<file path="src/rtl/mem_dma_if.sv">
// ----------------------------------------------------------------------------
// mem_dma_if : single-port RAM bus between an initiator and the RAM.
//
// Signals
//   memWrite  initiator -> RAM  write enable
//   memAddr   initiator -> RAM  word address
//   memWData  initiator -> RAM  write data
//   memRData  RAM -> initiator  read data, combinational from memAddr
//
// Modports
//   master : the initiator side (mem_dma)
//   slave  : the RAM side
// ----------------------------------------------------------------------------
interface mem_dma_if #(
    parameter int WIDTH      = 32,
    parameter int ADDR_WIDTH = 10
);
    logic                  memWrite;
    logic [ADDR_WIDTH-1:0] memAddr;
    logic [WIDTH-1:0]      memWData;
    logic [WIDTH-1:0]      memRData;

    modport master (
        output memWrite,
        output memAddr,
        output memWData,
        input  memRData
    );

    modport slave (
        input  memWrite,
        input  memAddr,
        input  memWData,
        output memRData
    );
endinterface

</file>
<file path="src/rtl/mem_dma.sv">
// ----------------------------------------------------------------------------
// mem_dma : block-copy engine acting as initiator on the single-port RAM.
//
// Copies len words from src to dst in ascending order. Each word takes a READ
// cycle (source word captured into data_q) followed by a WRITE cycle (data_q
// written to destination). Addresses wrap modulo 2^ADDR_WIDTH. A DONE cycle
// pulses done once, then the engine returns to IDLE. count holds the number
// of words written until the next accepted start.
//
// Optional build macro: MEM_DMA_FILL_EN
//   Adds fill / fillData inputs. With fill=1 at start, READ is skipped and
//   fillData is written on consecutive cycles (one cycle per word).
//
// Ports
//   clk          rising-edge clock
//   reset        asynchronous active-low reset; aborts any copy at once
//   start        copy request, sampled only in IDLE
//   src, dst     source / destination base word addresses (latched at start)
//   len          word count 0..2^ADDR_WIDTH (latched at start)
//   fill         (MEM_DMA_FILL_EN only) fill mode select, latched at start
//   fillData     (MEM_DMA_FILL_EN only) fill pattern, latched at start
//   busy         high in READ and WRITE
//   done         one-cycle completion pulse
//   count        words written so far in the current or last transfer
//   dbg_state_o  current FSM state (debug)
//   mem          RAM bus, master side
//
// Handshake: start is a level request accepted on the first rising edge on
// which the engine is IDLE; there is no back-pressure and no queueing, so a
// request seen in any other state is dropped.
// ----------------------------------------------------------------------------
module mem_dma #(
    parameter int WIDTH      = 32,
    parameter int ADDR_WIDTH = 10
) (
    input  logic                  clk,
    input  logic                  reset,
    input  logic                  start,
    input  logic [ADDR_WIDTH-1:0] src,
    input  logic [ADDR_WIDTH-1:0] dst,
    input  logic [ADDR_WIDTH:0]   len,
`ifdef MEM_DMA_FILL_EN
    input  logic                  fill,
    input  logic [WIDTH-1:0]      fillData,
`endif
    output logic                  busy,
    output logic                  done,
    output logic [ADDR_WIDTH:0]   count,
    output logic [1:0]            dbg_state_o,
    mem_dma_if.master             mem
);

    typedef enum logic [1:0] {
        S_IDLE  = 2'd0,
        S_READ  = 2'd1,
        S_WRITE = 2'd2,
        S_DONE  = 2'd3
    } state_t;

    state_t                state_q, state_d;
    logic [ADDR_WIDTH-1:0] src_q, src_d;
    logic [ADDR_WIDTH-1:0] dst_q, dst_d;
    logic [ADDR_WIDTH:0]   len_q, len_d;
    logic [ADDR_WIDTH:0]   count_q, count_d;
    logic [WIDTH-1:0]      data_q, data_d;
    logic                  fill_mode;

    // count doubles as the word index i: both clear at start and step on
    // every WRITE, so one register serves both roles.
    logic [ADDR_WIDTH-1:0] idx;
    logic [ADDR_WIDTH:0]   count_inc;

    assign idx       = count_q[ADDR_WIDTH-1:0];
    assign count_inc = count_q + {{ADDR_WIDTH{1'b0}}, 1'b1};

`ifdef MEM_DMA_FILL_EN
    logic fill_q, fill_d;

    always_ff @(posedge clk or negedge reset) begin
        if (!reset) begin
            fill_q <= 1'b0;
        end else begin
            fill_q <= fill_d;
        end
    end

    always_comb begin
        fill_d = fill_q;
        if (state_q == S_IDLE && start) begin
            fill_d = fill;
        end
    end

    assign fill_mode = fill_q;
`else
    assign fill_mode = 1'b0;
`endif

    always_ff @(posedge clk or negedge reset) begin
        if (!reset) begin
            state_q <= S_IDLE;
            src_q   <= '0;
            dst_q   <= '0;
            len_q   <= '0;
            count_q <= '0;
            data_q  <= '0;
        end else begin
            state_q <= state_d;
            src_q   <= src_d;
            dst_q   <= dst_d;
            len_q   <= len_d;
            count_q <= count_d;
            data_q  <= data_d;
        end
    end

    always_comb begin
        state_d = state_q;
        src_d   = src_q;
        dst_d   = dst_q;
        len_d   = len_q;
        count_d = count_q;
        data_d  = data_q;

        unique case (state_q)
            S_IDLE: begin
                if (start) begin
                    src_d   = src;
                    dst_d   = dst;
                    len_d   = len;
                    count_d = '0;
`ifdef MEM_DMA_FILL_EN
                    // Fill data is parked in the data register so the WRITE
                    // path is identical for copy and fill.
                    if (fill) begin
                        data_d = fillData;
                    end
                    if (len == '0) begin
                        state_d = S_DONE;
                    end else if (fill) begin
                        state_d = S_WRITE;
                    end else begin
                        state_d = S_READ;
                    end
`else
                    state_d = (len == '0) ? S_DONE : S_READ;
`endif
                end
            end
            S_READ: begin
                data_d  = mem.memRData;
                state_d = S_WRITE;
            end
            S_WRITE: begin
                count_d = count_inc;
                if (count_inc == len_q) begin
                    state_d = S_DONE;
                end else if (fill_mode) begin
                    state_d = S_WRITE;
                end else begin
                    state_d = S_READ;
                end
            end
            S_DONE: begin
                state_d = S_IDLE;
            end
            default: begin
                state_d = S_IDLE;
            end
        endcase
    end

    // Outputs decode straight from the registered state, so memWrite is
    // glitch-free and drops asynchronously with reset.
    always_comb begin
        busy         = 1'b0;
        done         = 1'b0;
        mem.memWrite = 1'b0;
        mem.memAddr  = '0;
        unique case (state_q)
            S_READ: begin
                busy        = 1'b1;
                mem.memAddr = src_q + idx;
            end
            S_WRITE: begin
                busy         = 1'b1;
                mem.memWrite = 1'b1;
                mem.memAddr  = dst_q + idx;
            end
            S_DONE: begin
                done = 1'b1;
            end
            default: begin
                busy = 1'b0;
            end
        endcase
    end

    assign mem.memWData = data_q;
    assign count        = count_q;
    assign dbg_state_o  = state_q;

endmodule

</file>
<file path="src/flat_wrapper.sv">
// flat-port wrapper written by rule: the top's interface ports become plain ports
module mem_dma_flat 
#(
    parameter int WIDTH      = 32,
    parameter int ADDR_WIDTH = 10
)
  (clk, reset, start, src, dst, len, busy, done, count, dbg_state_o, mem_memWrite, mem_memAddr, mem_memWData, mem_memRData);
  mem_dma_if #(.WIDTH(WIDTH), .ADDR_WIDTH(ADDR_WIDTH)) mem_i ();
  input  logic clk;
  input  logic reset;
  input  logic start;
  input  logic [ADDR_WIDTH-1:0] src;
  input  logic [ADDR_WIDTH-1:0] dst;
  input  logic [ADDR_WIDTH:0] len;
  output logic busy;
  output logic done;
  output logic [ADDR_WIDTH:0] count;
  output logic [1:0] dbg_state_o;
  output wire logic [$bits(mem_i.memWrite)-1:0] mem_memWrite;
  output wire logic [$bits(mem_i.memAddr)-1:0] mem_memAddr;
  output wire logic [$bits(mem_i.memWData)-1:0] mem_memWData;
  input wire logic [$bits(mem_i.memRData)-1:0] mem_memRData;
  assign mem_memWrite = mem_i.memWrite;
  assign mem_memAddr = mem_i.memAddr;
  assign mem_memWData = mem_i.memWData;
  assign mem_i.memRData = mem_memRData;
  mem_dma #(.WIDTH(WIDTH), .ADDR_WIDTH(ADDR_WIDTH)) u_core (.clk(clk), .reset(reset), .start(start), .src(src), .dst(dst), .len(len), .busy(busy), .done(done), .count(count), .dbg_state_o(dbg_state_o), .mem(mem_i));
endmodule
</file>
<file path="config.mk">
export PLATFORM = sky130hd
export DESIGN_NAME = mem_dma_flat
export DESIGN_NICKNAME = d
export VERILOG_FILES = /design/src/rtl/mem_dma_if.sv /design/src/rtl/mem_dma.sv /design/src/flat_wrapper.sv
export SDC_FILE = /design/constraint.sdc
export NUM_CORES = 1
export LEC_CHECK = 0
export BUFFER_PORTS_ARGS = -buffer_cell sky130_fd_sc_hd__clkbuf_2
export CAP_MARGIN = 20
export CELL_PAD_IN_SITES_DETAIL_PLACEMENT = 1
export CELL_PAD_IN_SITES_GLOBAL_PLACEMENT = 1
export CORE_UTILIZATION = 36
export DETAILED_ROUTE_END_ITERATION = 8
export HOLD_SLACK_MARGIN = 0.03
export PLACE_DENSITY_LB_ADDON = 0.2
export SETUP_SLACK_MARGIN = 0.05
export SYNTH_ARGS = -nofsm -noshare
export SYNTH_HDL_FRONTEND = slang
export SYNTH_SLANG_ARGS = --single-unit
</file>
<file path="constraint.sdc">
create_clock -name clk -period 3.5 [get_ports clk]
set_input_delay 0.7 -clock clk [delete_from_list [all_inputs] [get_ports clk]]
set_output_delay 0.7 -clock clk [all_outputs]
set_load 0.005 [all_outputs]
</file>
==> metrics, run 1 <==
status complete, but fails checks; failing checks negative setup slack; ANT cells 0; grt met3 use under 10%; vias in the first global route 3509; area of the die 0.0115 mm²; worst vdd ir 340 µV; worst slew pin tran 0.978 ns; most frequent cells in the layout 119 x clkbuf_2, 76 x dfrtp_1, 66 x mux2_2, 22 x buf_4, 19 x nand2_1; Final Cell Area 0.00530 mm²; Synth cell types 50; Core Util, Final 48.9%; starting density of the core 36.9%; Pre-antenna DRT Iters 4; number of flops mapped to enable cells by yosys 0; Reg clk slew, reported paths 0.08 ns; sequential area share after synthesis between 40% and 50%; CP Capture Type output pin; TritonCTS clock tree built; TritonCTS buffer count 9; die height 107 µm; Post-synth ARST share 100%; Synth Area per Inst 12.0 µm²; max-cap check violation count 0; area leader, netlist dfrtp_1; Critical Path Fanout Max 3; Pwr Density slightly below 900 mW/mm²; Ys Warns 0; Synth Instances 333; critical path required time 2.80 ns; top area cells in the synthesized netlist dfrtp_1 48%, mux2_2 20%, ha_1 4.4%; highest clock rate 0.286 GHz; r2r worst-path depth 7; Clock Latency Late Sink 0.35 ns; fin cells 614; first-pass GRT wire length ~17000 µm; wire per inst 17.1 µm; Fin Clk Skew 0.00772 ns; # fillers 1185; Vias/cell approximately 5.1; synthesized area 0.00400 mm²; Tmin final 3.50 ns; crit share post-route 100%; gr ovfl total 0; r2r setup slk 1.15 ns; Via Count 3155; Tot Pwr 4.58 mW; initial antenna violation count 0; area delta synth->final 32.6%; R2R Path End u_core.dbg_state_o[1]; setup ws final -0.00213 ns; Die X 107 µm; GRT Total Usage about a fifth; io pins roughly 120; H-tree level count 3; DRC violations left 0; CTS root buffer clkbuf_8; dominant synthesized flop cell dfrtp_1; final-report setup violation count 2; Critical Path Start Type flip-flop; placed inst area 0.00476 mm²; GRT busiest layer met2; ANT nets after route 0; flops & latches, synth 76; HP Class primary input to asynchronous set/reset pin; largest net degree at the start of global routing 77; M2 GR Usage 34.7%; core box area 0.0108 mm²; Syn Nets approximately 410; HPWL after detailed placement 7450 µm; TritonCTS Sinks 76; kind of critical path flip-flop to output pin; Slew headroom 34.8%; final wirelength 10500 µm; commonest non-fill, non-tap cell in the layout clkbuf_2; gpl congestion 0.839; grt met1 use between 20 and 25%; # port buffers about 120; maximum root-to-sink buffer count 2; top cell type's share of synthesized area 47.6%; P_leak 2.48 nW; Final Hold Fails 0; row cnt 38; Worst EP arrival 2.80 ns; RSZ-0062 raised after global routing yes; Critical R2R Launch u_core.count[1]; DR iter-0 viols 72; share of layout cells above drive strength 1 55.1%; placed insts 587; Net count, final roughly 550; fin. max-slew vios 0
==> sequential cells by signal (all words and copies together) (netlist names) <==
| name | count |
|---|---|
| u_core.len_q | 11 |
| u_core.dbg_state_o | 2 |
| u_core.count | 11 |
| u_core.src_q | 10 |
| u_core.mem.memWData | 32 |
| u_core.dst_q | 10 |
==> metal layers <==
layer  part of all wire, %  up-vias
li1                      -     1467
met1                    41     1555
met2                    49      112
met3                   7.5       21
met4                   2.6        0
met5                     0        -
==> stage by stage <==
step	hold slack [ns]	TNS, ns	worst slack, ns
final	0.507	-0.00215	-0.00213
after global routing	0.531	-0.492	-0.151
after CTS	0.514	-0.0253	-0.0253
after detailed placement	0.495	0	0.00233
after global placement	0.489	0	0.142
after floorplan	0.404	0	0.0541
==> cells in the mapped netlist, drive strengths merged (2+ instances only) <==
cell type,number
inv,8
xnor2,14
nor3,9
o21ai,11
dfrtp,76
xor2,3
o41ai,2
clkbuf,8
a21o,4
a21oi,10
buf,11
nand4,2
nor3b,2
nand2,19
ha,14
mux2,72
a22o,9
nor2b,2
nor2,12
nand2b,4
nor4,3
o21a,4
and4,3
and2,2
nand3,9
mux2i,6
==> cell type report <==
type / instances / area, µm² / area share, %
clock buffer: 11 / 131 / 2.48
clock inverter: 4 / 98.8 / 1.87
inverter: 8 / 30.0 / 0.567
multi-input combinational: 230 / 2170 / 41.0
sequential: 76 / 1900 / 35.9
tap: 140 / 175 / 3.31
timing repair buffer: 145 / 791 / 14.9
==> where the power goes <==
| part | switching (mW) | internal, mW | total [mW] |
|---|---|---|---|
| sequential | 0.244 | 1.28 | 1.52 |
| clock | 0.327 | 0.472 | 0.799 |
| combinational | 1.03 | 1.23 | 2.26 |
==> worst max-delay path, cell delays in order, from the launching register on <==
cell	delay (ns)
dfrtp_1	0.40
inv_2	0.08
ha_4	0.16
mux2_4	0.31
ha_4	0.16
fa_2	0.37
a21o_1	0.20
a21oi_2	0.22
o21ai_1	0.10
a21oi_2	0.14
mux2i_1	0.18
buf_2	0.12
==> what timing repair did <==
action / 4_1_cts / 5_1_grt
endpoints found under the setup margin: 6 / 6
hold endpoints to repair: 0 / 0
pin swaps: 9 / 9
setup buffers: 9 / 3
hold buffers: 0 / 0
resized for setup: 24 / 15
==> worst max path at each step <==
| stage | start | end | slack [ns] |
|---|---|---|---|
| after floorplan | u_core.dbg_state_o[0] | mem_memAddr[6] | 0.05 |
| after global placement | u_core.dbg_state_o[0] | mem_memAddr[6] | 0.14 |
| after detailed placement | u_core.dbg_state_o[0] | mem_memAddr[9] | 0.002 |
| after CTS | u_core.dbg_state_o[0] | mem_memAddr[6] | -0.03 |
| after global routing | u_core.dbg_state_o[0] | mem_memAddr[6] | -0.15 |
| final | u_core.dbg_state_o[0] | mem_memAddr[6] | -0.002 |
==> cell families after synthesis <==
family          share of synthesized area [%]
buf+inv                                  3.54
flops                                    47.6
mux                                      21.8
xor+xnor                                 3.73
fa+ha+maj                                4.88
compound gates                           8.45
simple gates                             10.0
Note: power is estimated with default switching activity, not from simulation.
==> run 2, diff against run 1 <==
--- a/config.mk
+++ b/config.mk
@@ -9,7 +9,7 @@
 export CAP_MARGIN = 20
 export CELL_PAD_IN_SITES_DETAIL_PLACEMENT = 1
 export CELL_PAD_IN_SITES_GLOBAL_PLACEMENT = 1
-export CORE_UTILIZATION = 36
+export CORE_UTILIZATION = 40
 export DETAILED_ROUTE_END_ITERATION = 8
 export HOLD_SLACK_MARGIN = 0.03
 export PLACE_DENSITY_LB_ADDON = 0.2
==> constraint.sdc (replaced) <==
create_clock -name clk -period 3.4 [get_ports clk]
set_input_delay 0.68 -clock clk [delete_from_list [all_inputs] [get_ports clk]]
set_output_delay 0.68 -clock clk [all_outputs]
set_load 0.005 [all_outputs]
==> run 2 against run 1 <==
Clock skew grew 0.0022 ns. Flip-flop and latch count is the same. The run still ends with negative setup slack left. Critical path depth grew 1. Sequential power grew 3%. Non-clock buffer count grew 6. Count of clock-buffer cells in the layout shrank 2. Die area shrank 9.8%. Design area shrank 0.71%. Core utilization grew 5.2 points.
==> metrics, run 2 (same netlist as run 1, synthesis figures left out) <==
io pins between 100 and 150; fin cells 614; final wirelength 10400 µm; Fin Clk Skew 0.00989 ns; starting density of the core slightly above 40%; H-tree level count 3; ANT nets after route 0; status complete, but fails checks; largest net degree at the start of global routing 77; kind of critical path flip-flop to output pin; setup tns final -0.403 ns; P_leak 2.50 nW; CP Capture Type output pin; failing checks negative setup slack; HPWL after detailed placement 7500 µm; TritonCTS buffer count 9; worst vdd ir 407 µV; Net count, final 557; wire per inst approximately 17 µm; Critical Path Start Type flip-flop; Clock Latency Late Sink around 0.35 ns; Via Count 3150; vias in the first global route about 3400; share of layout cells above drive strength 1 54.9%; setup ws final -0.160 ns; first-pass GRT wire length 16400 µm; Pwr Density just under 900 mW/mm²; Reg clk slew, reported paths approximately 0.090 ns; # port buffers 123; Crit-path slowest cell dfrtp_1; GRT Total Usage 20.9%; RSZ-0062 raised after global routing yes; hold_ws about 0.12 ns; # fillers 1084; Tmin final 3.56 ns; Slew headroom a little under three fifths; fin. max-slew vios 0; area of the die 0.0104 mm²; Final Cell Area 0.00526 mm²; maximum root-to-sink buffer count 2; final-report setup violation count 4; max-cap check violation count 0; Tot Pwr roughly 4.6 mW; DR iter-0 viols 57; row cnt 36; core box area 0.00973 mm²; Critical Path Fanout Max 3; Worst EP arrival 2.88 ns; initial antenna violation count 0; TritonCTS Sinks 76; area delta synth->final 31.6%; Vias/cell slightly above 5; max reg flops 32; gpl congestion about 0.86; die height 102 µm; gr ovfl total 0; critical path required time about 2.7 ns; highest clock rate 0.281 GHz; Worst path most repeated cell o21a_1; Post-CTS Hold Buffers 0; commonest non-fill, non-tap cell in the layout clkbuf_2; DRC violations left 0; Final Hold Fails 0; most frequent cells in the layout 119 x clkbuf_2, 76 x dfrtp_1, 66 x mux2_2, 26 x buf_4, 19 x nand2_1; critical path's top delay family compound AO/OA/AOI/OAI gates; worst path buffer plus inverter count 3; CTS root buffer clkbuf_8; crit share post-route 105%; ANT cells 0; pre-CTS setup slack -0.0135 ns; placed inst area 0.00476 mm²; CP max stage delay roughly 0.40 ns; worst slew pin tran 0.638 ns; HP Class primary input to asynchronous set/reset pin; Core Util, Final 54.1%; placed insts 581; TritonCTS clock tree built; Cell Chain, Critical Path inv_2 > ha_4 > mux2_4 > ha_4 > fa_2 > a21o_1 > a21oi_2 > buf_4 > o21a_1 > o21a_1 > o21a_1 > clkbuf_2; Pre-antenna DRT Iters 6; Die X 102 µm
run 2: changes by cell type in the layout (fill, tap and decap cells not counted), sizes merged:
| cell | before | now |
|---|---|---|
| buf | 26 | 32 |
| bufinv | 3 | 1 |
| clkbuf | 130 | 128 |
| clkinvlp | 0 | 1 |
| inv | 8 | 12 |
run 2: final timing paths:
check	startpoint	end	slack (ns)	cells past startpoint
min in group clk	u_core.mem.memWData[4]	u_core.mem.memWData[4]	0.51	1
hold reg to reg	u_core.mem.memWData[4]	u_core.mem.memWData[4]	0.51	1
hold / removal	reset	u_core.count[10]	0.12	1
setup reg to reg	u_core.count[0]	u_core.dbg_state_o[1]	1.06	7
max in group asynchronous	reset	u_core.count[5]	2.70	2
setup / recovery	u_core.dbg_state_o[0]	mem_memAddr[8]	-0.16	12
run 2: worst register-to-register path, cell delays in order (launching register included):
cell and delay (ns):
dfrtp_1 0.43, buf_4 0.19, ha_1 0.31, nand3_2 0.16, nor2_2 0.07, or3b_1 0.39, a22o_1 0.28, o41ai_2 0.41
run 2: repair_timing:
action / in CTS / in global routing
setup buffers: 12 / 4
gates cloned: 0 / 0
gates resized for setup: 21 / 9
pin swaps: 14 / 6
endpoints found under the setup margin: 6 / 6
run 2: power breakdown:
part,switching (mW),internal (mW)
clock network,0.374,0.351
logic,1.02,1.25
registers,0.257,1.31
run 2: layer usage:
| layer | vias up | share of wire (%) | global-route usage [%] |
|---|---|---|---|
| li1 | 1484 | - | - |
| met1 | 1556 | 40 | 24.6 |
| met2 | 92 | 52 | 36.6 |
| met3 | 18 | 6.0 | 5.81 |
| met4 | 0 | 1.9 | 7.58 |
| met5 | - | 0 | 0 |
run 2: area by class of cell:
class	instances	area, µm²	share of cell area [%]
Multi-Input combinational cell	230	2100	39.9
Tap cell	133	166	3.16
Sequential cell	76	1900	36.2
Clock inverter	7	80.1	1.52
Inverter	8	30.0	0.571
Clock buffer	9	124	2.35
Timing Repair Buffer	151	860	16.3
==> run 3, diff against run 2 <==
--- a/config.mk
+++ b/config.mk
@@ -7,7 +7,7 @@
 export LEC_CHECK = 0
 export BUFFER_PORTS_ARGS = -buffer_cell sky130_fd_sc_hd__clkbuf_2
 export CAP_MARGIN = 20
-export CELL_PAD_IN_SITES_DETAIL_PLACEMENT = 1
+export CELL_PAD_IN_SITES_DETAIL_PLACEMENT = 0
 export CELL_PAD_IN_SITES_GLOBAL_PLACEMENT = 1
 export CORE_UTILIZATION = 40
 export DETAILED_ROUTE_END_ITERATION = 8
==> run 3 against run 2 <==
The flow still finishes with violations (negative setup slack). Maximum frequency is 3.2% higher. First-iteration DRC count is 7.0% higher. Highest routed layer unchanged. Flip-flop and latch count stayed put. Sequential share of layout area is 0.24 points higher. Total power is 2.3% lower.
==> metrics, run 3 (same netlist as run 1, synthesis figures left out) <==
vias in the first global route 3118; status complete, but fails checks; Final Cell Area 0.00523 mm²; H-tree level count 3; commonest non-fill, non-tap cell in the layout clkbuf_2; setup ws final -0.0509 ns; HPWL after detailed placement 6710 µm; ANT cells 0; Pre-antenna DRT Iters 5; share of layout cells above drive strength 1 54.7%; area delta synth->final 30.7%; HP Class primary input to asynchronous set/reset pin; Reg clk slew, reported paths 0.07 ns; # port buffers 123; initial antenna violation count 0; DR iter-0 viols just over 60; TritonCTS buffer count 9; most frequent cells in the layout 120 x clkbuf_2, 76 x dfrtp_1, 65 x mux2_2, 22 x buf_4, 19 x nand2_1; worst vdd ir 423 µV; row cnt 36; gpl congestion ~0.86; area of the die 0.0104 mm²; # fillers between 900 and 1000; Core Util, Final 53.7%; failing checks negative setup slack; gr ovfl total 0; critical path required time 2.72 ns; crit share post-route 101%; setup tns final -0.125 ns; switch share a little over a third; final wirelength about 9400 µm; max reg flops 32; wire per inst 15.4 µm; maximum root-to-sink buffer count 2; register share of total power 35.1%; kind of critical path flip-flop to output pin; Worst EP arrival 2.77 ns; placed inst area between 0.004 and 0.005 mm²; Final Hold Fails 0; RSZ-0062 raised after global routing yes; max-cap check violation count 0; combinational share of power around half; Die X 102 µm; TritonCTS clock tree built; core box area 0.00973 mm²; highest clock rate roughly 0.29 GHz; die height 102 µm; TritonCTS Sinks 76; Vias/cell about 5; CP Capture Type output pin; Psw between 1.5 and 2 mW; CTS root buffer clkbuf_8; fin. max-slew vios 0; Critical Path Start Type flip-flop; Via Count 3062; worst slew pin tran around 0.97 ns; Net count, final 553; starting density of the core 41.1%; largest net degree at the start of global routing 77; DRC violations left 0; Critical Path Fanout Max 3; final-report setup violation count 3; Tmin final 3.45 ns; Clock Latency Late Sink roughly 0.34 ns; Fin Clk Skew 0.00796 ns; Pwr Density 855 mW/mm²; Slew headroom 35.3%; hold_ws 0.467 ns; GRT Total Usage 19.4%; clock network power share approximately 15%; io pins roughly 120; P_int 2.92 mW; first-pass GRT wire length 15200 µm; pre-CTS setup slack just under 0.04 ns; P_leak 2.47 nW; r2r setup slk 1.11 ns; ANT nets after route 0
[run 3: final timing paths]
kind / cells past startpoint / from / end
min in group clk: 1 / u_core.mem.memWData[5] / u_core.mem.memWData[5]
max: 12 / u_core.dbg_state_o[0] / mem_memAddr[8]
max in group asynchronous: 1 / reset / u_core.count[3]
min: 1 / reset / u_core.count[8]
max reg2reg: 7 / u_core.count[0] / u_core.dbg_state_o[1]
min reg2reg: 1 / u_core.mem.memWData[5] / u_core.mem.memWData[5]
[run 3: layer usage]
layer  up-vias  wire [µm]  track usage [%]  part of all wire [%]
met5         -          0                0                     0
met2        95       4520             32.2                    48
met4         0        119             7.36                   1.3
met1      1475       4060             23.9                    43
li1       1483          -                -                     -
met3         9        663             6.02                   7.1
[run 3: what timing repair did]
item	4_1_cts	5_1_grt
resized for setup	23	7
endpoints found under the setup margin	6	6
hold buffers	0	0
pin swaps	11	6
buffers inserted	10	3
endpoints found under the hold margin	0	0
[run 3: cell type report]
| class | instances | area, µm² | share of cell area, % |
|---|---|---|---|
| Multi-Input combinational cell | 230 | 2120 | 40.6 |
| Sequential cell | 76 | 1900 | 36.4 |
| Timing Repair Buffer | 147 | 818 | 15.7 |
| Tap cell | 133 | 166 | 3.18 |
| Clock buffer | 10 | 138 | 2.63 |
| Clock inverter | 4 | 51.3 | 0.982 |
| Inverter | 8 | 30.0 | 0.575 |
[run 3: power by group through the flow]
stage | logic, mW | clock network [mW] | registers [mW]
5_1_grt | 2.48 | 0.740 | 1.62
3_5_place_dp | 1.99 | 0 | 1.57
6_report | 2.23 | 0.669 | 1.57
4_1_cts | 2.20 | 0.701 | 1.57
3_3_place_gp | 1.93 | 0 | 1.56
2_1_floorplan | 1.30 | 0 | 1.54
[run 3: worst max-delay path, cell delays in order (launching register included)]
cell,delay (ns)
dfrtp_1,0.39
inv_2,0.08
ha_4,0.15
mux2_4,0.31
ha_4,0.17
fa_2,0.36
a21o_1,0.18
a21oi_2,0.16
buf_4,0.14
o21a_1,0.13
o21a_1,0.13
o21a_1,0.13
clkbuf_2,0.11
[run 3: metrics by stage]
| step | total power [mW] | instances |
|---|---|---|
| finish | 4.47 | 608 |
| CTS | 4.47 | 605 |
| global placement | 3.49 | 580 |
| global route | 4.84 | 608 |
| floorplan | 2.84 | 333 |
| detailed placement | 3.56 | 581 |
